**src/rtl/ula_driver_pkg.sv**
```systemverilog
// ula_driver_pkg: shared widths and opcode encoding for the ula request/response slice
package ula_driver_pkg;
  localparam int ULA_BITS = 8;
  localparam int ULA_OP = 8;
  localparam int ULA_TAG_W = 4;
  localparam int ULA_RSP_DEPTH = 2;
  typedef enum logic [7:0] {
    OP_NOT    = 8'd0,
    OP_ADD    = 8'd1,
    OP_SUB    = 8'd2,
    OP_AND    = 8'd3,
    OP_OR     = 8'd4,
    OP_XOR    = 8'd5,
    OP_PASS_A = 8'd6
  } ula_op_e;
endpackage

```
**src/rtl/ula.sv**
```systemverilog
// ula: combinational ALU; opcode 0 inverts operand B
module ula
  import ula_driver_pkg::*;
#(
  parameter int BITS = ULA_BITS,
  parameter int OP = ULA_OP
) (
  input  logic [BITS-1:0] a_in,
  input  logic [BITS-1:0] b_in,
  input  logic [OP-1:0]   op_in,
  output logic [BITS-1:0] result_out
);
  always_comb begin
    result_out = '0;
    case (op_in)
      OP_NOT:    result_out = ~b_in;
      OP_ADD:    result_out = a_in + b_in;
      OP_SUB:    result_out = a_in - b_in;
      OP_AND:    result_out = a_in & b_in;
      OP_OR:     result_out = a_in | b_in;
      OP_XOR:    result_out = a_in ^ b_in;
      OP_PASS_A: result_out = a_in;
      default:   result_out = '0;
    endcase
  end
endmodule

```
**src/rtl/ula_rsp_fifo.sv**
```systemverilog
// ula_rsp_fifo: 2-entry response FIFO; caller guarantees no push when full without a pop
module ula_rsp_fifo #(
  parameter int W = 13
) (
  input  logic         clk_in,
  input  logic         rst_n_in,
  input  logic         push_in,
  input  logic         pop_in,
  input  logic [W-1:0] data_in,
  output logic [W-1:0] data_out,
  output logic [1:0]   count_out
);
  logic [W-1:0] mem_q [2];
  logic [W-1:0] mem_d [2];
  logic wr_q, wr_d, rd_q, rd_d;
  logic [1:0] count_q, count_d;
  always_comb begin
    mem_d = mem_q;
    if (push_in) mem_d[wr_q] = data_in;
    wr_d = wr_q ^ push_in;
    rd_d = rd_q ^ pop_in;
    count_d = count_q + {1'b0, push_in} - {1'b0, pop_in};
    data_out = mem_q[rd_q];
    count_out = count_q;
  end
  always_ff @(posedge clk_in or negedge rst_n_in) begin
    if (!rst_n_in) begin
      mem_q <= '{default: '0};
      wr_q <= 1'b0;
      rd_q <= 1'b0;
      count_q <= '0;
    end else begin
      mem_q <= mem_d;
      wr_q <= wr_d;
      rd_q <= rd_d;
      count_q <= count_d;
    end
  end
endmodule

```
**src/rtl/ula_driver.sv**
```systemverilog
// ula_driver: valid/ready front-end that stages ALU requests and queues tagged results
module ula_driver
  import ula_driver_pkg::*;
#(
  parameter int BITS = ULA_BITS,
  parameter int OP = ULA_OP,
  parameter int TAG_W = ULA_TAG_W
) (
  input  logic             clk_in,
  input  logic             rst_n_in,
  input  logic             req_valid_in,
  output logic             req_ready_out,
  input  logic [OP-1:0]    req_op_in,
  input  logic [BITS-1:0]  req_a_in,
  input  logic [BITS-1:0]  req_b_in,
  output logic             rsp_valid_out,
  input  logic             rsp_ready_in,
  output logic [BITS-1:0]  rsp_result_out,
  output logic             rsp_zero_out,
  output logic [TAG_W-1:0] rsp_tag_out
);
  localparam int RW = BITS + 1 + TAG_W;
  logic init_q, init_d, stage_valid_q, stage_valid_d;
  logic [OP-1:0] stage_op_q, stage_op_d;
  logic [BITS-1:0] stage_a_q, stage_a_d, stage_b_q, stage_b_d, ula_result;
  logic [TAG_W-1:0] stage_tag_q, stage_tag_d, tag_q, tag_d;
  logic [1:0] fifo_count, in_flight;
  logic [RW-1:0] fifo_head;
  logic accept, pop, move;
  ula #(.BITS(BITS), .OP(OP)) u_ula (
    .a_in(stage_a_q),
    .b_in(stage_b_q),
    .op_in(stage_op_q),
    .result_out(ula_result)
  );
  ula_rsp_fifo #(.W(RW)) u_fifo (
    .clk_in(clk_in),
    .rst_n_in(rst_n_in),
    .push_in(move),
    .pop_in(pop),
    .data_in({ula_result, ula_result == '0, stage_tag_q}),
    .data_out(fifo_head),
    .count_out(fifo_count)
  );
  // ready depends only on registered state, so no comb path from either valid/ready input
  always_comb begin
    in_flight = fifo_count + {1'b0, stage_valid_q};
    req_ready_out = init_q && in_flight != 2'd3;
    rsp_valid_out = fifo_count != '0;
    pop = rsp_valid_out && rsp_ready_in;
    accept = req_valid_in && req_ready_out;
    move = stage_valid_q && (fifo_count < 2'(ULA_RSP_DEPTH) || pop);
    init_d = 1'b1;
    stage_valid_d = accept || (stage_valid_q && !move);
    stage_op_d = accept ? req_op_in : stage_op_q;
    stage_a_d = accept ? req_a_in : stage_a_q;
    stage_b_d = accept ? req_b_in : stage_b_q;
    stage_tag_d = accept ? tag_q : stage_tag_q;
    tag_d = accept ? tag_q + 1'b1 : tag_q;
    {rsp_result_out, rsp_zero_out, rsp_tag_out} = rsp_valid_out ? fifo_head : '0;
  end
  always_ff @(posedge clk_in or negedge rst_n_in) begin
    if (!rst_n_in) begin
      init_q <= 1'b0;
      stage_valid_q <= 1'b0;
      stage_op_q <= '0;
      stage_a_q <= '0;
      stage_b_q <= '0;
      stage_tag_q <= '0;
      tag_q <= '0;
    end else begin
      init_q <= init_d;
      stage_valid_q <= stage_valid_d;
      stage_op_q <= stage_op_d;
      stage_a_q <= stage_a_d;
      stage_b_q <= stage_b_d;
      stage_tag_q <= stage_tag_d;
      tag_q <= tag_d;
    end
  end
endmodule

```
**config.mk**
```make
export PLATFORM = sky130hd
export DESIGN_NAME = ula_driver
export DESIGN_NICKNAME = d
export VERILOG_FILES = /design/src/rtl/ula_driver_pkg.sv /design/src/rtl/ula.sv /design/src/rtl/ula_rsp_fifo.sv /design/src/rtl/ula_driver.sv
export SDC_FILE = /design/constraint.sdc
export NUM_CORES = 1
export LEC_CHECK = 0
export BUFFER_PORTS_ARGS = -buffer_cell sky130_fd_sc_hd__buf_2
export CORE_MARGIN = 4
export CORE_UTILIZATION = 53
export CTS_CLUSTER_SIZE = 28
export DETAILED_ROUTE_END_ITERATION = 6
export GPL_ROUTABILITY_DRIVEN = 0
export PLACE_DENSITY = 0.84
export SLEW_MARGIN = 0
export SYNTH_ARGS = -nofsm -noshare
export SYNTH_HDL_FRONTEND = slang
export SYNTH_SLANG_ARGS = --single-unit
```
**constraint.sdc**
```tcl
create_clock -name clk_in -period 3.08 [get_ports clk_in]
set_input_delay 0.308 -clock clk_in [delete_from_list [all_inputs] [get_ports clk_in]]
set_output_delay 0.308 -clock clk_in [all_outputs]
set_load 0.01 [all_outputs]
```
==> report_table.html, run 1 <==
<table>
<tr><th>Metric</th><th>Value</th></tr>
<tr><th colspan="2">Status</th></tr>
<tr><td>Result of the run</td><td>complete, but fails checks</td></tr>
<tr><td>Violations in the final reports</td><td>setup timing</td></tr>
<tr><th colspan="2">Final layout</th></tr>
<tr><td>Total of fill cells in the finished design</td><td>approximately 600</td></tr>
<tr><td>Area delta synth-&gt;final</td><td>17.8%</td></tr>
<tr><td>Total inserted antenna cells</td><td>0</td></tr>
<tr><td>Fraction of final layout cells sized beyond drive strength 1</td><td>a little over a third</td></tr>
<tr><td>Nets@finish</td><td>482</td></tr>
<tr><td>Final design utilization</td><td>63.9%</td></tr>
<tr><th colspan="2">Power</th></tr>
<tr><td>Worst IR drop on VDD</td><td>~0.00074 V</td></tr>
<tr><td>Power density over cell area</td><td>between 1000 and 1500 mW/mm2</td></tr>
<tr><td>Leakage dissipation</td><td>0.00221 uW</td></tr>
<tr><th colspan="2">Drt</th></tr>
<tr><td>Detailed Route Iter0 Violations</td><td>150</td></tr>
<tr><td>Vias per Instance</td><td>5.60</td></tr>
<tr><td>Routed wirelength normalized by instance count</td><td>16.5 um</td></tr>
<tr><td>Overall routed net length</td><td>8680 um</td></tr>
<tr><td># DRC</td><td>0</td></tr>
<tr><td>Via count</td><td>2949</td></tr>
<tr><td>Count of antenna-violating nets left after detailed routing</td><td>0</td></tr>
<tr><td>First drt pass iteration count</td><td>4</td></tr>
<tr><th colspan="2">Synth</th></tr>
<tr><td>Synth Area per Inst</td><td>10.7 um2</td></tr>
<tr><td>Share of flip-flops with an asynchronous set or reset after synthesis</td><td>between 90% and 100%</td></tr>
<tr><td>Cell taking the most area after synthesis</td><td>dfrtp_1</td></tr>
<tr><td>Post-Syn Nets</td><td>about 420</td></tr>
<tr><td>Dominant synthesized flop cell</td><td>dfrtp_1</td></tr>
<tr><td>Library cells used by synthesis</td><td>51</td></tr>
<tr><td>Number of synthesized flops with an enable pin</td><td>0</td></tr>
<tr><td>Mapped cell area</td><td>0.00391 mm2</td></tr>
<tr><td>Sequential element share of the synthesized area</td><td>about two fifths</td></tr>
<tr><td>Commonest cells in the netlist</td><td>dfrtp_1 (64), mux2_2 (49), nor2_1 (31)</td></tr>
<tr><td>Synthesis warning total</td><td>0</td></tr>
<tr><td>Post-Synthesis Cells</td><td>365</td></tr>
<tr><td>Yosys top cell area share</td><td>40.9%</td></tr>
<tr><td>Synth area leaders</td><td>dfrtp_1 (41%), mux2_2 (14%), ha_1 (9.6%)</td></tr>
<tr><td>Most repeated cell in the gate-level netlist after synthesis</td><td>dfrtp_1</td></tr>
<tr><td>Register bit total from synthesis</td><td>64</td></tr>
<tr><th colspan="2">Floorplan</th></tr>
<tr><td>Core area</td><td>0.00721 mm2</td></tr>
<tr><td>Initial Util</td><td>between 50% and 60%</td></tr>
<tr><td>Die height</td><td>between 90 and 100 um</td></tr>
<tr><td>Die extent in x</td><td>around 94 um</td></tr>
<tr><td>Site Rows</td><td>31</td></tr>
<tr><td>Die footprint</td><td>0.00882 mm2</td></tr>
<tr><td>Top-Level Pins</td><td>43</td></tr>
<tr><th colspan="2">Critical path</th></tr>
<tr><td>Startpoint of the worst register-to-register path</td><td>stage_op_q[4]$_DFFE_PN0P_</td></tr>
<tr><td>Reg-to-Reg End</td><td>u_fifo.mem_q[17]$_DFFE_PN0P_</td></tr>
<tr><td>R2r worst-path depth</td><td>13</td></tr>
<tr><td>Crit Path Class</td><td>register to register</td></tr>
<tr><td>Cell at the slowest stage of the critical path</td><td>dfrtp_1</td></tr>
<tr><td>Category of the worst setup path capture point</td><td>register</td></tr>
<tr><td>Internal reg-to-reg setup slack</td><td>-210 ps</td></tr>
<tr><td>Critical path required time</td><td>3330 ps</td></tr>
<tr><td>Critical path destination</td><td>u_fifo.mem_q[17]$_DFFE_PN0P_</td></tr>
<tr><td>Delay contributed by the slowest stage of the critical path</td><td>390 ps</td></tr>
<tr><td>Startpoint of the most critical setup path</td><td>stage_op_q[4]$_DFFE_PN0P_</td></tr>
<tr><td>Maximum fanout along the worst path</td><td>5</td></tr>
<tr><td>CP Launch Type</td><td>register</td></tr>
<tr><td>Critical Path AT</td><td>3540 ps</td></tr>
<tr><td>Chain of cells forming the critical path</td><td>or3_4, and4bb_2, buf_6, a21oi_4, xnor2_2, ha_1, a21o_1, a21oi_2, o21ai_2, a31oi_1, xnor2_1, a32o_1, o32ai_4</td></tr>
<tr><th colspan="2">Timing</th></tr>
<tr><td>Number of endpoints failing setup at the final stage</td><td>6</td></tr>
<tr><td>Post-route worst setup slack</td><td>-213 ps</td></tr>
<tr><td>Transition time at the pin with the least slew margin</td><td>1070 ps</td></tr>
<tr><td>Final period demand of the worst path</td><td>3290 ps</td></tr>
<tr><td>Headroom to the max-slew limit</td><td>roughly 29%</td></tr>
<tr><td>Clock skew after layout</td><td>11.4 ps</td></tr>
<tr><td>Post-route worst hold slack</td><td>157 ps</td></tr>
<tr><td>Maximum frequency from static timing analysis</td><td>slightly above 0.3 GHz</td></tr>
<tr><td>RSZ-0062 raised after global routing</td><td>yes</td></tr>
<tr><td>Setup tns final</td><td>-531 ps</td></tr>
<tr><td>Final Cycle Share</td><td>107%</td></tr>
<tr><td>Max-slew violation total from the final report</td><td>0</td></tr>
<tr><td>Number of hold-slack violations in the final timing report</td><td>0</td></tr>
<tr><th colspan="2">Global route</th></tr>
<tr><td>Pin count of the biggest net entering global routing</td><td>51</td></tr>
<tr><td>Total track usage</td><td>21.3%</td></tr>
<tr><td>Number of global-route vias before repair</td><td>3174</td></tr>
<tr><td>Global-route wire length before repair</td><td>14800 um</td></tr>
<tr><td>Total congestion overflow after global routing</td><td>0</td></tr>
<tr><td>Antenna violations before repair</td><td>0</td></tr>
<tr><th colspan="2">Worst hold path</th></tr>
<tr><td>Hold/Removal Path Class</td><td>primary input to async pin</td></tr>
<tr><th colspan="2">Placement</th></tr>
<tr><td>Final HPWL from detailed placement</td><td>around 6300 um</td></tr>
<tr><td>Placement Setup Slack</td><td>-193 ps</td></tr>
<tr><td>IO Port Bufs</td><td>42</td></tr>
<tr><th colspan="2">CTS</th></tr>
<tr><td>Clock sink count</td><td>64</td></tr>
<tr><td>Clock input transition at the sequential cells of the worst setup and hold paths</td><td>70 ps</td></tr>
<tr><td>Number of hold-repair buffers added at the cts stage</td><td>0</td></tr>
<tr><td>Clk buf depth</td><td>2</td></tr>
<tr><td>Clk root buf</td><td>clkbuf_8</td></tr>
<tr><td>CTS tree</td><td>yes</td></tr>
<tr><td>Count of H-tree levels built during CTS</td><td>3</td></tr>
<tr><td>CTS buffer count</td><td>9</td></tr>
<tr><td>Clock latency at the later pin of the worst-skew pair</td><td>between 300 and 400 ps</td></tr>
<tr><th colspan="2">Run</th></tr>
<tr><td>Count of maximum capacitance violations</td><td>0</td></tr>
</table>
[worst max-delay path, delay by kind of cell (launching register included)]
kind | cells | cell delay (ps)
DFF | 1 | 390
AOI/OAI and AO/OA | 7 | 1310
and+or+nand+nor | 2 | 750
adders and majority gates | 1 | 370
xor gates and xnor gates | 2 | 250
buffers and inverters | 1 | 140
[sequential cells by signal, summed over array words and instances (netlist names)]
name              cells
stage_b_q             8
u_fifo.rd_q           1
u_fifo.mem_q         26
tag_q                 4
init_q                1
stage_valid_q         1
stage_tag_q           4
stage_a_q             8
stage_op_q            8
u_fifo.count_out      2
u_fifo.wr_q           1
[cells by family (layout without fill, tap and decap cells)]
kind of cell / Yosys count / count (layout) / share of synthesized area [%]
AOI/OAI and AO/OA: 67 / 67 / 12.3
xor gates and xnor gates: 18 / 18 / 4.22
adders and majority gates: 31 / 31 / 10.1
buffers and inverters: 48 / 111 / 5.34
DFF: 64 / 64 / 40.9
muxes: 63 / 63 / 17.7
other: 1 / 1 / 0.0958
and+or+nand+nor: 73 / 73 / 9.34
[layout make-up]
type	count	area [um2]	share of cell area, %
Sequential cell	64	1600	34.7
Multi-Input combinational cell	253	2200	47.8
Clock inverter	6	43.8	0.950
Tap cell	99	124	2.69
Inverter	30	113	2.44
Timing Repair Buffer	65	387	8.39
Clock buffer	10	138	2.99
[where the power goes]
group / switching, uW / internal (uW)
registers: 388 / 1230
logic: 1730 / 1630
clock network: 338 / 316
[layout by cell type (no fill, tap or decap), types with 7 or more instances in the layout]
master and count:
xnor2_1 12, nand3_1 7, buf_4 22, inv_1 29, a21oi_1 11, clkbuf_8 10, mux2_2 47, dfrtp_1 64
ha_1 29, nor2b_1 8, buf_2 42, mux2i_1 14, nand2_1 9, nor2_1 31
[how the worst min path moves through the flow]
stage | start | to | slack (ps) | cells after the start
3_3_place_gp | tag_q[3]$_DFFE_PN0P_ | tag_q[3]$_DFFE_PN0P_ | 450 | 1
3_5_place_dp | tag_q[3]$_DFFE_PN0P_ | tag_q[3]$_DFFE_PN0P_ | 480 | 1
6_report | rst_n_in | stage_op_q[1]$_DFFE_PN0P_ | 160 | 1
2_1_floorplan | rst_n_in | init_q$_DFF_PN0_ | 10 | 0
5_1_grt | req_op_in[2] | stage_op_q[2]$_DFFE_PN0P_ | 190 | 2
4_1_cts | req_op_in[5] | stage_op_q[5]$_DFFE_PN0P_ | 180 | 2
[per-layer routing]
| layer | share of wire [%] | wire length [um] | up-vias | track usage, % |
|---|---|---|---|---|
| met3 | 5.1 | 439 | 25 | 3.53 |
| met4 | 3.0 | 257 | 0 | 9.99 |
| met2 | 51 | 4470 | 85 | 37.1 |
| met5 | 0 | 0 | - | 0 |
| met1 | 41 | 3520 | 1439 | 25.4 |
| li1 | - | - | 1400 | - |
[per-stage QoR]
stage / area [um2] / std cells / power, uW
5_1_grt: 4610 / 527 / 6090
4_1_cts: 4520 / 525 / 5340
3_3_place_gp: 4310 / 507 / 4440
6_report: 4610 / 527 / 5630
3_5_place_dp: 4310 / 507 / 4640
2_1_floorplan: 3930 / 365 / 3810
[repair_timing]
action / 4_1_cts / 5_1_grt
buffers inserted: 2 / 2
resized for setup: 4 / 16
cloned: 0 / 0
endpoints found under the setup margin: 6 / 14
pin swaps: 2 / 6
endpoints found under the hold margin: 0 / 0
Note: power is estimated with default switching activity, not from simulation.
==> run 2, diff against run 1 <==
--- a/config.mk
+++ b/config.mk
@@ -7,11 +7,12 @@
 export LEC_CHECK = 0
 export BUFFER_PORTS_ARGS = -buffer_cell sky130_fd_sc_hd__buf_2
 export CORE_MARGIN = 4
-export CORE_UTILIZATION = 53
+export CORE_UTILIZATION = 55
+export CTS_BUF_LIST = sky130_fd_sc_hd__clkbuf_4
 export CTS_CLUSTER_SIZE = 28
 export DETAILED_ROUTE_END_ITERATION = 6
 export GPL_ROUTABILITY_DRIVEN = 0
-export PLACE_DENSITY = 0.84
+export PLACE_DENSITY = 0.87
 export SLEW_MARGIN = 0
 export SYNTH_ARGS = -nofsm -noshare
 export SYNTH_HDL_FRONTEND = slang
==> run 2 against run 1 <==
Net effect:
- the run still ends with setup timing left
- final cell count fell by 1.1%
- sequential power barely moved
- global-route usage fell by 0.77 points
- clock skew rose by 4.9 ps
- via count rose by 1.5%
- non-clock buffer count fell by 3
- flip-flop and latch count did not move
- hold slack got worse by 110 ps
==> report_table.html, run 2 (same netlist as run 1, synthesis figures left out) <==
<table>
<tr><th>Metric</th><th>Value</th></tr>
<tr><th colspan="2">Drt</th></tr>
<tr><td>Via count</td><td>2992 (was 2949)</td></tr>
<tr><td>First drt pass iteration count</td><td>5 (was 4)</td></tr>
<tr><td>Overall routed net length</td><td>8730 um (was 8680 um)</td></tr>
<tr><td>Detailed Route Iter0 Violations</td><td>155 (was 150)</td></tr>
<tr><td>Vias per Instance</td><td>5.74 (was 5.60)</td></tr>
<tr><td># DRC</td><td>0 (unchanged)</td></tr>
<tr><td>Count of antenna-violating nets left after detailed routing</td><td>0 (unchanged)</td></tr>
<tr><td>Routed wirelength normalized by instance count</td><td>16.8 um (was 16.5 um)</td></tr>
<tr><th colspan="2">Placement</th></tr>
<tr><td>IO Port Bufs</td><td>42 (unchanged)</td></tr>
<tr><td>Final HPWL from detailed placement</td><td>6080 um (was 6270 um)</td></tr>
<tr><td>Total placed cells including tap cells</td><td>501 (was 507)</td></tr>
<tr><th colspan="2">CTS</th></tr>
<tr><td>Clock latency at the later pin of the worst-skew pair</td><td>420 ps (was 350 ps)</td></tr>
<tr><td>CTS buffer count</td><td>9 (unchanged)</td></tr>
<tr><td>Clk buf depth</td><td>2 (unchanged)</td></tr>
<tr><td>CTS tree</td><td>yes (unchanged)</td></tr>
<tr><td>Clock sink count</td><td>64 (unchanged)</td></tr>
<tr><td>Clock input transition at the sequential cells of the worst setup and hold paths</td><td>120 ps (was 70 ps)</td></tr>
<tr><td>Clk root buf</td><td>clkbuf_4 (was clkbuf_8)</td></tr>
<tr><td>Count of H-tree levels built during CTS</td><td>3 (unchanged)</td></tr>
<tr><th colspan="2">Global route</th></tr>
<tr><td>Pin count of the biggest net entering global routing</td><td>48 (was 51)</td></tr>
<tr><td>Number of global-route vias before repair</td><td>2957 (was 3174)</td></tr>
<tr><td>Global-route wire length before repair</td><td>13800 um (was 14800 um)</td></tr>
<tr><td>Total track usage</td><td>20.5% (was 21.3%)</td></tr>
<tr><td>Total congestion overflow after global routing</td><td>0 (unchanged)</td></tr>
<tr><td>Antenna violations before repair</td><td>0 (unchanged)</td></tr>
<tr><th colspan="2">Critical path</th></tr>
<tr><td>Critical path required time</td><td>3410 ps (was 3330 ps)</td></tr>
<tr><td>Maximum fanout along the worst path</td><td>3 (was 5)</td></tr>
<tr><td>Startpoint of the worst register-to-register path</td><td>stage_op_q[4]$_DFFE_PN0P_ (unchanged)</td></tr>
<tr><td>Reg-to-Reg End</td><td>u_fifo.mem_q[17]$_DFFE_PN0P_ (unchanged)</td></tr>
<tr><td>CP Launch Type</td><td>register (unchanged)</td></tr>
<tr><td>Critical Path AT</td><td>3700 ps (was 3540 ps)</td></tr>
<tr><td>R2r worst-path depth</td><td>11 (was 13)</td></tr>
<tr><td>Internal reg-to-reg setup slack</td><td>-290 ps (was -210 ps)</td></tr>
<tr><td>Crit Path Class</td><td>register to register (unchanged)</td></tr>
<tr><td>Category of the worst setup path capture point</td><td>register (unchanged)</td></tr>
<tr><th colspan="2">Timing</th></tr>
<tr><td>Transition time at the pin with the least slew margin</td><td>1050 ps (was 1070 ps)</td></tr>
<tr><td>RSZ-0062 raised after global routing</td><td>yes (unchanged)</td></tr>
<tr><td>Post-route worst setup slack</td><td>-292 ps (was -213 ps)</td></tr>
<tr><td>Max-slew violation total from the final report</td><td>0 (unchanged)</td></tr>
<tr><td>Clock skew after layout</td><td>16.3 ps (was 11.4 ps)</td></tr>
<tr><td>Number of hold-slack violations in the final timing report</td><td>0 (unchanged)</td></tr>
<tr><td>Final period demand of the worst path</td><td>3370 ps (was 3290 ps)</td></tr>
<tr><td>Number of endpoints failing setup at the final stage</td><td>10 (was 6)</td></tr>
<tr><td>Maximum frequency from static timing analysis</td><td>0.297 GHz (was 0.304 GHz)</td></tr>
<tr><td>Final Cycle Share</td><td>109% (was 107%)</td></tr>
<tr><td>Headroom to the max-slew limit</td><td>30.1% (was 28.5%)</td></tr>
<tr><td>Setup tns final</td><td>-829 ps (was -531 ps)</td></tr>
<tr><th colspan="2">Power</th></tr>
<tr><td>Overall Power</td><td>5730 uW (was 5630 uW)</td></tr>
<tr><td>Worst IR drop on VDD</td><td>0.000639 V (was 0.000744 V)</td></tr>
<tr><td>Leakage dissipation</td><td>0.00220 uW (was 0.00221 uW)</td></tr>
<tr><td>Power density over cell area</td><td>1240 mW/mm2 (was 1220 mW/mm2)</td></tr>
<tr><th colspan="2">Worst hold path</th></tr>
<tr><td>Hold/Removal Path Class</td><td>primary input to async pin (unchanged)</td></tr>
<tr><th colspan="2">Floorplan</th></tr>
<tr><td>Die footprint</td><td>0.00853 mm2 (was 0.00882 mm2)</td></tr>
<tr><td>Initial Util</td><td>57.0% (was 54.2%)</td></tr>
<tr><td>Site Rows</td><td>30 (was 31)</td></tr>
<tr><td>Core area</td><td>0.00687 mm2 (was 0.00721 mm2)</td></tr>
<tr><td>Die height</td><td>92.4 um (was 93.9 um)</td></tr>
<tr><td>Top-Level Pins</td><td>43 (unchanged)</td></tr>
<tr><td>Die extent in x</td><td>92.4 um (was 93.9 um)</td></tr>
<tr><th colspan="2">Final layout</th></tr>
<tr><td>Final cell count without fillers</td><td>521 (was 527)</td></tr>
<tr><td>Nets@finish</td><td>479 (was 482)</td></tr>
<tr><td>Commonest cells after routing, fill and taps aside</td><td>dfrtp_1 (64), mux2_2 (47), buf_2 (42), nor2_1 (30) (was dfrtp_1 (64), mux2_2 (47), buf_2 (42), nor2_1 (31))</td></tr>
<tr><td>Most common cell after layout, fill and taps aside</td><td>dfrtp_1 (unchanged)</td></tr>
<tr><td>Final design utilization</td><td>67.0% (was 63.9%)</td></tr>
<tr><td>Largest Register</td><td>u_fifo.mem_q (unchanged)</td></tr>
<tr><td>Fraction of final layout cells sized beyond drive strength 1</td><td>37.4% (was 36.2%)</td></tr>
<tr><td>Largest register FFs</td><td>26 (unchanged)</td></tr>
<tr><td>Area delta synth-&gt;final</td><td>17.6% (was 17.8%)</td></tr>
<tr><td>Total inserted antenna cells</td><td>0 (unchanged)</td></tr>
<tr><td>Total of fill cells in the finished design</td><td>514 (was 603)</td></tr>
<tr><th colspan="2">Status</th></tr>
<tr><td>Result of the run</td><td>complete, but fails checks (unchanged)</td></tr>
<tr><td>Violations in the final reports</td><td>setup timing (unchanged)</td></tr>
<tr><th colspan="2">Run</th></tr>
<tr><td>Count of maximum capacitance violations</td><td>0 (unchanged)</td></tr>
</table>
run 2: worst max-delay path, cell delays in order, from the launching register on:
cell      delay (ps)
dfrtp_1          420
or3_4            390
and4bb_2         360
mux2_4           330
fa_2             370
nand2b_4         160
a21oi_2          160
nor2_1            70
o21ai_1          110
a21oi_2           90
or4_4            560
o32ai_2          250
run 2: worst max path at each step:
| stage | start | endpoint | slack [ps] |
|---|---|---|---|
| CTS | stage_op_q[4]$_DFFE_PN0P_ | u_fifo.mem_q[17]$_DFFE_PN0P_ | -170 |
| detailed placement | stage_op_q[4]$_DFFE_PN0P_ | u_fifo.mem_q[4]$_DFFE_PN0P_ | -210 |
| finish | stage_op_q[4]$_DFFE_PN0P_ | u_fifo.mem_q[17]$_DFFE_PN0P_ | -290 |
| global placement | stage_op_q[4]$_DFFE_PN0P_ | u_fifo.mem_q[4]$_DFFE_PN0P_ | -50 |
| floorplan | stage_op_q[4]$_DFFE_PN0P_ | u_fifo.mem_q[4]$_DFFE_PN0P_ | 6 |
| global route | stage_op_q[4]$_DFFE_PN0P_ | u_fifo.mem_q[17]$_DFFE_PN0P_ | -370 |
run 2: metal layers:
layer / vias up / track usage (%) / share of wire (%)
li1: 1396 / - / -
met1: 1463 / 25.1 / 41
met2: 105 / 34.1 / 50
met3: 28 / 4.39 / 5.8
met4: 0 / 10.1 / 2.9
met5: - / 0 / 0
run 2: what timing repair did:
action	in CTS	in global routing
hold buffers	0	0
pin swaps	5	9
setup buffers	4	1
gates resized for setup	8	19
setup endpoints to repair	6	12
run 2: report_power, final:
group | switching (uW) | leakage, uW | internal (uW)
clock | 336 | 0.0000871 | 337
sequential | 410 | 0.000785 | 1230
combinational | 1760 | 0.00133 | 1660
run 2: final cells by class:
type / count / area, um2 / area share, %
Clock inverter: 7 / 103 / 2.23
Clock buffer: 9 / 67.6 / 1.47
Sequential cell: 64 / 1600 / 34.8
Timing Repair Buffer: 62 / 368 / 7.99
Inverter: 30 / 113 / 2.45
Tap cell: 96 / 120 / 2.61
Multi-Input combinational cell: 253 / 2230 / 48.5
run 2: stage by stage:
| stage | hold slack, ps | setup slack (ps) | instance area [um2] |
|---|---|---|---|
| finish | 51.6 | -292 | 4600 |
| floorplan | 12.4 | 6.46 | 3930 |
| CTS | 85.6 | -173 | 4520 |
| global route | 105 | -371 | 4600 |
| detailed placement | 461 | -208 | 4290 |
| global placement | 455 | -52.2 | 4290 |
==> run 3, diff against run 2 <==
--- a/config.mk
+++ b/config.mk
@@ -12,8 +12,9 @@
 export CTS_CLUSTER_SIZE = 28
 export DETAILED_ROUTE_END_ITERATION = 6
 export GPL_ROUTABILITY_DRIVEN = 0
-export PLACE_DENSITY = 0.87
+export PLACE_DENSITY = 0.86
 export SLEW_MARGIN = 0
 export SYNTH_ARGS = -nofsm -noshare
 export SYNTH_HDL_FRONTEND = slang
+export SYNTH_HIERARCHICAL = 1
 export SYNTH_SLANG_ARGS = --single-unit
==> run 3 against run 2 <==
Net effect:
- largest cell class unchanged
- critical path depth is the same
- flip-flop and latch count is the same
- global-route usage increased by 2.1 points
- the flow still finishes with violations (setup timing)
- critical path type unchanged
- combinational power increased by 10%
- via count grew 4.6%
- hold slack better by 9.9 ps
- critical endpoint is now u_fifo/mem_q[4]$_DFFE_PN0P_
- highest routed layer unchanged
- clock skew rose by 0.51 ps
- sequential power shrank 4%
- largest power group unchanged
==> report_table.html, run 3 <==
<table>
<tr><th>Metric</th><th>Value</th></tr>
<tr><th colspan="2">Status</th></tr>
<tr><td>Result of the run</td><td>complete, but fails checks (unchanged)</td></tr>
<tr><td>Violations in the final reports</td><td>setup timing (unchanged)</td></tr>
<tr><th colspan="2">Power</th></tr>
<tr><td>Net Sw Frac</td><td>43.1% (was 43.7%)</td></tr>
<tr><td>Logic gate share of total power</td><td>63.9% (was 59.7%)</td></tr>
<tr><td>Sequential cell fraction of total power</td><td>26.6% (was 28.6%)</td></tr>
<tr><td>Switch Pwr</td><td>2540 uW (was 2500 uW)</td></tr>
<tr><td>Power density over cell area</td><td>1210 mW/mm2 (was 1240 mW/mm2)</td></tr>
<tr><td>Clk network pwr share</td><td>9.5% (was 11.7%)</td></tr>
<tr><td>Leakage dissipation</td><td>0.00241 uW (was 0.00220 uW)</td></tr>
<tr><td>Internal Dissipation</td><td>3360 uW (was 3220 uW)</td></tr>
<tr><td>Worst IR drop on VDD</td><td>0.000592 V (was 0.000639 V)</td></tr>
<tr><th colspan="2">Global route</th></tr>
<tr><td>Global-route wire length before repair</td><td>15600 um (was 13800 um)</td></tr>
<tr><td>Pin count of the biggest net entering global routing</td><td>46 (was 48)</td></tr>
<tr><td>Total congestion overflow after global routing</td><td>0 (unchanged)</td></tr>
<tr><td>Number of global-route vias before repair</td><td>3263 (was 2957)</td></tr>
<tr><td>Total track usage</td><td>22.6% (was 20.5%)</td></tr>
<tr><td>Antenna violations before repair</td><td>0 (unchanged)</td></tr>
<tr><th colspan="2">Critical path</th></tr>
<tr><td>Delay contributed by the slowest stage of the critical path</td><td>440 ps (was 560 ps)</td></tr>
<tr><td>Buf/Inv on CP</td><td>0 (unchanged)</td></tr>
<tr><td>CP Launch Type</td><td>register (unchanged)</td></tr>
<tr><td>Critical path required time</td><td>3430 ps (was 3410 ps)</td></tr>
<tr><td>Maximum fanout along the worst path</td><td>4 (was 3)</td></tr>
<tr><td>Chain of cells forming the critical path</td><td>or3_4, o31ai_1, xnor2_1, ha_2, and4_1, a21oi_2, or4b_1, or3b_4, or4_4, nor2_4, mux2_2 (was or3_4, and4bb_2, mux2_4, fa_2, nand2b_4, a21oi_2, nor2_1, o21ai_1, a21oi_2, or4_4, o32ai_2)</td></tr>
<tr><td>Crit Path Class</td><td>register to register (unchanged)</td></tr>
<tr><td>Category of the worst setup path capture point</td><td>register (unchanged)</td></tr>
<tr><td>Cell at the slowest stage of the critical path</td><td>dfrtp_1 (was or4_4)</td></tr>
<tr><td>Critical Path AT</td><td>3730 ps (was 3700 ps)</td></tr>
<tr><td>Top Family by Delay on Critical Path</td><td>simple AND/OR/NAND/NOR gates (unchanged)</td></tr>
<tr><th colspan="2">Floorplan</th></tr>
<tr><td>Die height</td><td>94.1 um (was 92.4 um)</td></tr>
<tr><td>Core area</td><td>0.00721 mm2 (was 0.00687 mm2)</td></tr>
<tr><td>Die extent in x</td><td>94.1 um (was 92.4 um)</td></tr>
<tr><td>Die footprint</td><td>0.00886 mm2 (was 0.00853 mm2)</td></tr>
<tr><td>Site Rows</td><td>31 (was 30)</td></tr>
<tr><td>Top-Level Pins</td><td>43 (unchanged)</td></tr>
<tr><td>Initial Util</td><td>56.5% (was 57.0%)</td></tr>
<tr><th colspan="2">CTS</th></tr>
<tr><td>CTS tree</td><td>yes (unchanged)</td></tr>
<tr><td>CTS buffer count</td><td>9 (unchanged)</td></tr>
<tr><td>Count of H-tree levels built during CTS</td><td>3 (unchanged)</td></tr>
<tr><td>Clock latency at the later pin of the worst-skew pair</td><td>400 ps (was 420 ps)</td></tr>
<tr><td>Clk root buf</td><td>clkbuf_4 (unchanged)</td></tr>
<tr><td>Clock sink count</td><td>64 (unchanged)</td></tr>
<tr><td>Clock input transition at the sequential cells of the worst setup and hold paths</td><td>120 ps (about the same)</td></tr>
<tr><td>Clk buf depth</td><td>2 (unchanged)</td></tr>
<tr><th colspan="2">Synth</th></tr>
<tr><td>Mapped cell area</td><td>0.00408 mm2 (was 0.00391 mm2)</td></tr>
<tr><td>Commonest cells in the netlist</td><td>dfrtp_1 (64), mux2_2 (42), ha_1 (30) (was dfrtp_1 (64), mux2_2 (49), nor2_1 (31))</td></tr>
<tr><td>Library cells used by synthesis</td><td>57 (was 51)</td></tr>
<tr><td>Number of synthesized flops with an enable pin</td><td>0 (unchanged)</td></tr>
<tr><td>Post-Syn Nets</td><td>417 (was 424)</td></tr>
<tr><td>Synth Area per Inst</td><td>11.4 um2 (was 10.7 um2)</td></tr>
<tr><td>Sequential element share of the synthesized area</td><td>39.3% (was 40.9%)</td></tr>
<tr><td>Most repeated cell in the gate-level netlist after synthesis</td><td>dfrtp_1 (unchanged)</td></tr>
<tr><td>Yosys top cell area share</td><td>39.3% (was 40.9%)</td></tr>
<tr><td>Synth area leaders</td><td>dfrtp_1 (39%), mux2_2 (12%), mux2_4 (9.6%) (was dfrtp_1 (41%), mux2_2 (14%), ha_1 (9.6%))</td></tr>
<tr><td>Post-Synthesis Cells</td><td>358 (was 365)</td></tr>
<tr><td>Register bit total from synthesis</td><td>64 (unchanged)</td></tr>
<tr><td>Share of flip-flops with an asynchronous set or reset after synthesis</td><td>100% (unchanged)</td></tr>
<tr><td>Dominant synthesized flop cell</td><td>dfrtp_1 (unchanged)</td></tr>
<tr><td>Synthesis warning total</td><td>6 (was 0)</td></tr>
<tr><td>Cell taking the most area after synthesis</td><td>dfrtp_1 (unchanged)</td></tr>
<tr><th colspan="2">Final layout</th></tr>
<tr><td>Fraction of final layout cells sized beyond drive strength 1</td><td>43.3% (was 37.4%)</td></tr>
<tr><td>Nets@finish</td><td>496 (was 479)</td></tr>
<tr><td>Largest Register</td><td>u_fifo/mem_q (was u_fifo.mem_q)</td></tr>
<tr><td>Final cell count without fillers</td><td>540 (was 521)</td></tr>
<tr><td>Final standard cell area without fillers</td><td>0.00487 mm2 (was 0.00460 mm2)</td></tr>
<tr><td>Most common cell after layout, fill and taps aside</td><td>dfrtp_1 (unchanged)</td></tr>
<tr><td>Largest register FFs</td><td>26 (unchanged)</td></tr>
<tr><td>Commonest cells after routing, fill and taps aside</td><td>dfrtp_1 (64), buf_2 (42), buf_4 (41), mux2_2 (40), ha_1 (29) (was dfrtp_1 (64), mux2_2 (47), buf_2 (42), nor2_1 (30))</td></tr>
<tr><td>Total inserted antenna cells</td><td>0 (unchanged)</td></tr>
<tr><td>Area delta synth-&gt;final</td><td>19.5% (was 17.6%)</td></tr>
<tr><th colspan="2">Timing</th></tr>
<tr><td>Number of endpoints failing setup at the final stage</td><td>4 (was 10)</td></tr>
<tr><td>Final period demand of the worst path</td><td>3390 ps (was 3370 ps)</td></tr>
<tr><td>Max-slew violation total from the final report</td><td>0 (unchanged)</td></tr>
<tr><td>Transition time at the pin with the least slew margin</td><td>1000 ps (was 1050 ps)</td></tr>
<tr><td>Headroom to the max-slew limit</td><td>33.2% (was 30.1%)</td></tr>
<tr><td>Post-route worst setup slack</td><td>-307 ps (was -292 ps)</td></tr>
<tr><td>Number of hold-slack violations in the final timing report</td><td>0 (unchanged)</td></tr>
<tr><td>Clock skew after layout</td><td>16.8 ps (was 16.3 ps)</td></tr>
<tr><td>Final Cycle Share</td><td>110% (was 109%)</td></tr>
<tr><td>Maximum frequency from static timing analysis</td><td>0.295 GHz (was 0.297 GHz)</td></tr>
<tr><td>RSZ-0062 raised after global routing</td><td>yes (unchanged)</td></tr>
<tr><th colspan="2">Placement</th></tr>
<tr><td>IO Port Bufs</td><td>42 (unchanged)</td></tr>
<tr><td>Placement Setup Slack</td><td>-240 ps (was -208 ps)</td></tr>
<tr><td>Total placed cells including tap cells</td><td>519 (was 501)</td></tr>
<tr><td>Final HPWL from detailed placement</td><td>6600 um (was 6080 um)</td></tr>
<tr><td>Area after DPL</td><td>0.00461 mm2 (was 0.00429 mm2)</td></tr>
<tr><th colspan="2">Worst hold path</th></tr>
<tr><td>Hold/Removal Path Class</td><td>primary input to async pin (unchanged)</td></tr>
<tr><th colspan="2">Drt</th></tr>
<tr><td>Routed wirelength normalized by instance count</td><td>18.2 um (was 16.8 um)</td></tr>
<tr><td>Vias per Instance</td><td>5.80 (was 5.74)</td></tr>
<tr><td>Detailed Route Iter0 Violations</td><td>207 (was 155)</td></tr>
<tr><td>Overall routed net length</td><td>9840 um (was 8730 um)</td></tr>
<tr><td>Count of antenna-violating nets left after detailed routing</td><td>0 (unchanged)</td></tr>
<tr><td># DRC</td><td>0 (unchanged)</td></tr>
<tr><td>First drt pass iteration count</td><td>5 (unchanged)</td></tr>
<tr><td>Via count</td><td>3130 (was 2992)</td></tr>
<tr><th colspan="2">Run</th></tr>
<tr><td>Count of maximum capacitance violations</td><td>0 (unchanged)</td></tr>
</table>
## run 3: changes by cell type in the layout (fill, tap and decap cells not counted), sizes merged, moves of 5 or more
cell and change:
buf +21, nor2b +12, mux2i -10, nor3 -5, mux2 +20, nand2 +8, inv -6, nor2 -21
xnor2 -6
## run 3: final cells by class
type | instances | area (um2)
Multi-Input combinational cell | 254 | 2410
Fill cell | 537 | 2340
Clock inverter | 6 | 60.1
Inverter | 25 | 93.8
Clock buffer | 9 | 67.6
Sequential cell | 64 | 1600
Tap cell | 99 | 124
Timing Repair Buffer | 83 | 518
## run 3: cells by family after synthesis
kind of cell	after synthesis	synth area share [%]
AO/OA/AOI/OAI	63	10.6
XOR/XNOR	15	3.59
adder cells (fa/ha/maj)	31	9.70
buffers and inverters	40	4.60
flip-flops	64	39.3
multiplexers	73	22.4
other	1	0.0920
AND/OR/NAND/NOR	71	9.67
## run 3: what timing repair did
| action | 4_1_cts | 5_1_grt |
|---|---|---|
| setup buffers | 4 | 3 |
| setup endpoints to repair | 4 | 10 |
| resized for setup | 8 | 14 |
| pin swaps | 8 | 6 |
| hold buffers | 0 | 0 |
## run 3: path summary, 6_finish.rpt
| path | startpoint | to | slack [ps] | cells past startpoint |
|---|---|---|---|---|
| max | stage_b_q[1]$_DFFE_PN0P_ | u_fifo/mem_q[4]$_DFFE_PN0P_ | -310 | 11 |
| min | rst_n_in | u_fifo/mem_q[6]$_DFFE_PN0P_ | 60 | 1 |
| max reg2reg | stage_b_q[1]$_DFFE_PN0P_ | u_fifo/mem_q[4]$_DFFE_PN0P_ | -310 | 11 |
| min reg2reg | u_fifo/mem_q[20]$_DFFE_PN0P_ | u_fifo/mem_q[20]$_DFFE_PN0P_ | 520 | 1 |
| max in group asynchronous | rst_n_in | stage_b_q[3]$_DFFE_PN0P_ | 2160 | 2 |
| min in group clk_in | req_a_in[3] | stage_a_q[3]$_DFFE_PN0P_ | 120 | 2 |
## run 3: power groups by stage
stage                     clock network (uW)  logic [uW]  registers, uW
after CTS                                570        3510           1550
after floorplan                            0        2390           1480
after global routing                     612        4060           1610
after detailed placement                   0        3360           1560
final                                    562        3770           1570
after global placement                     0        3150           1530
## run 3: stage by stage
step / utilization (%) / TNS (ps) / total power (uW) / hold WS, ps
floorplan: - / 0 / 3870 / 12.4
global placement: 63.8 / -156 / 4680 / 457
detailed placement: 63.8 / -526 / 4920 / 478
CTS: 66.6 / -287 / 5630 / 86.3
global route: 67.6 / -987 / 6280 / 80.5
finish: 67.6 / -754 / 5900 / 61.5
## run 3: per-layer routing
metal | part of all wire (%) | GRT usage (%) | vias to the layer above | wire length, um
li1 | - | - | 1426 | -
met1 | 42 | 27.9 | 1551 | 4130
met2 | 49 | 38.4 | 116 | 4850
met3 | 5.2 | 5.29 | 37 | 513
met4 | 3.5 | 8.66 | 0 | 343
met5 | 0 | 0 | - | 0
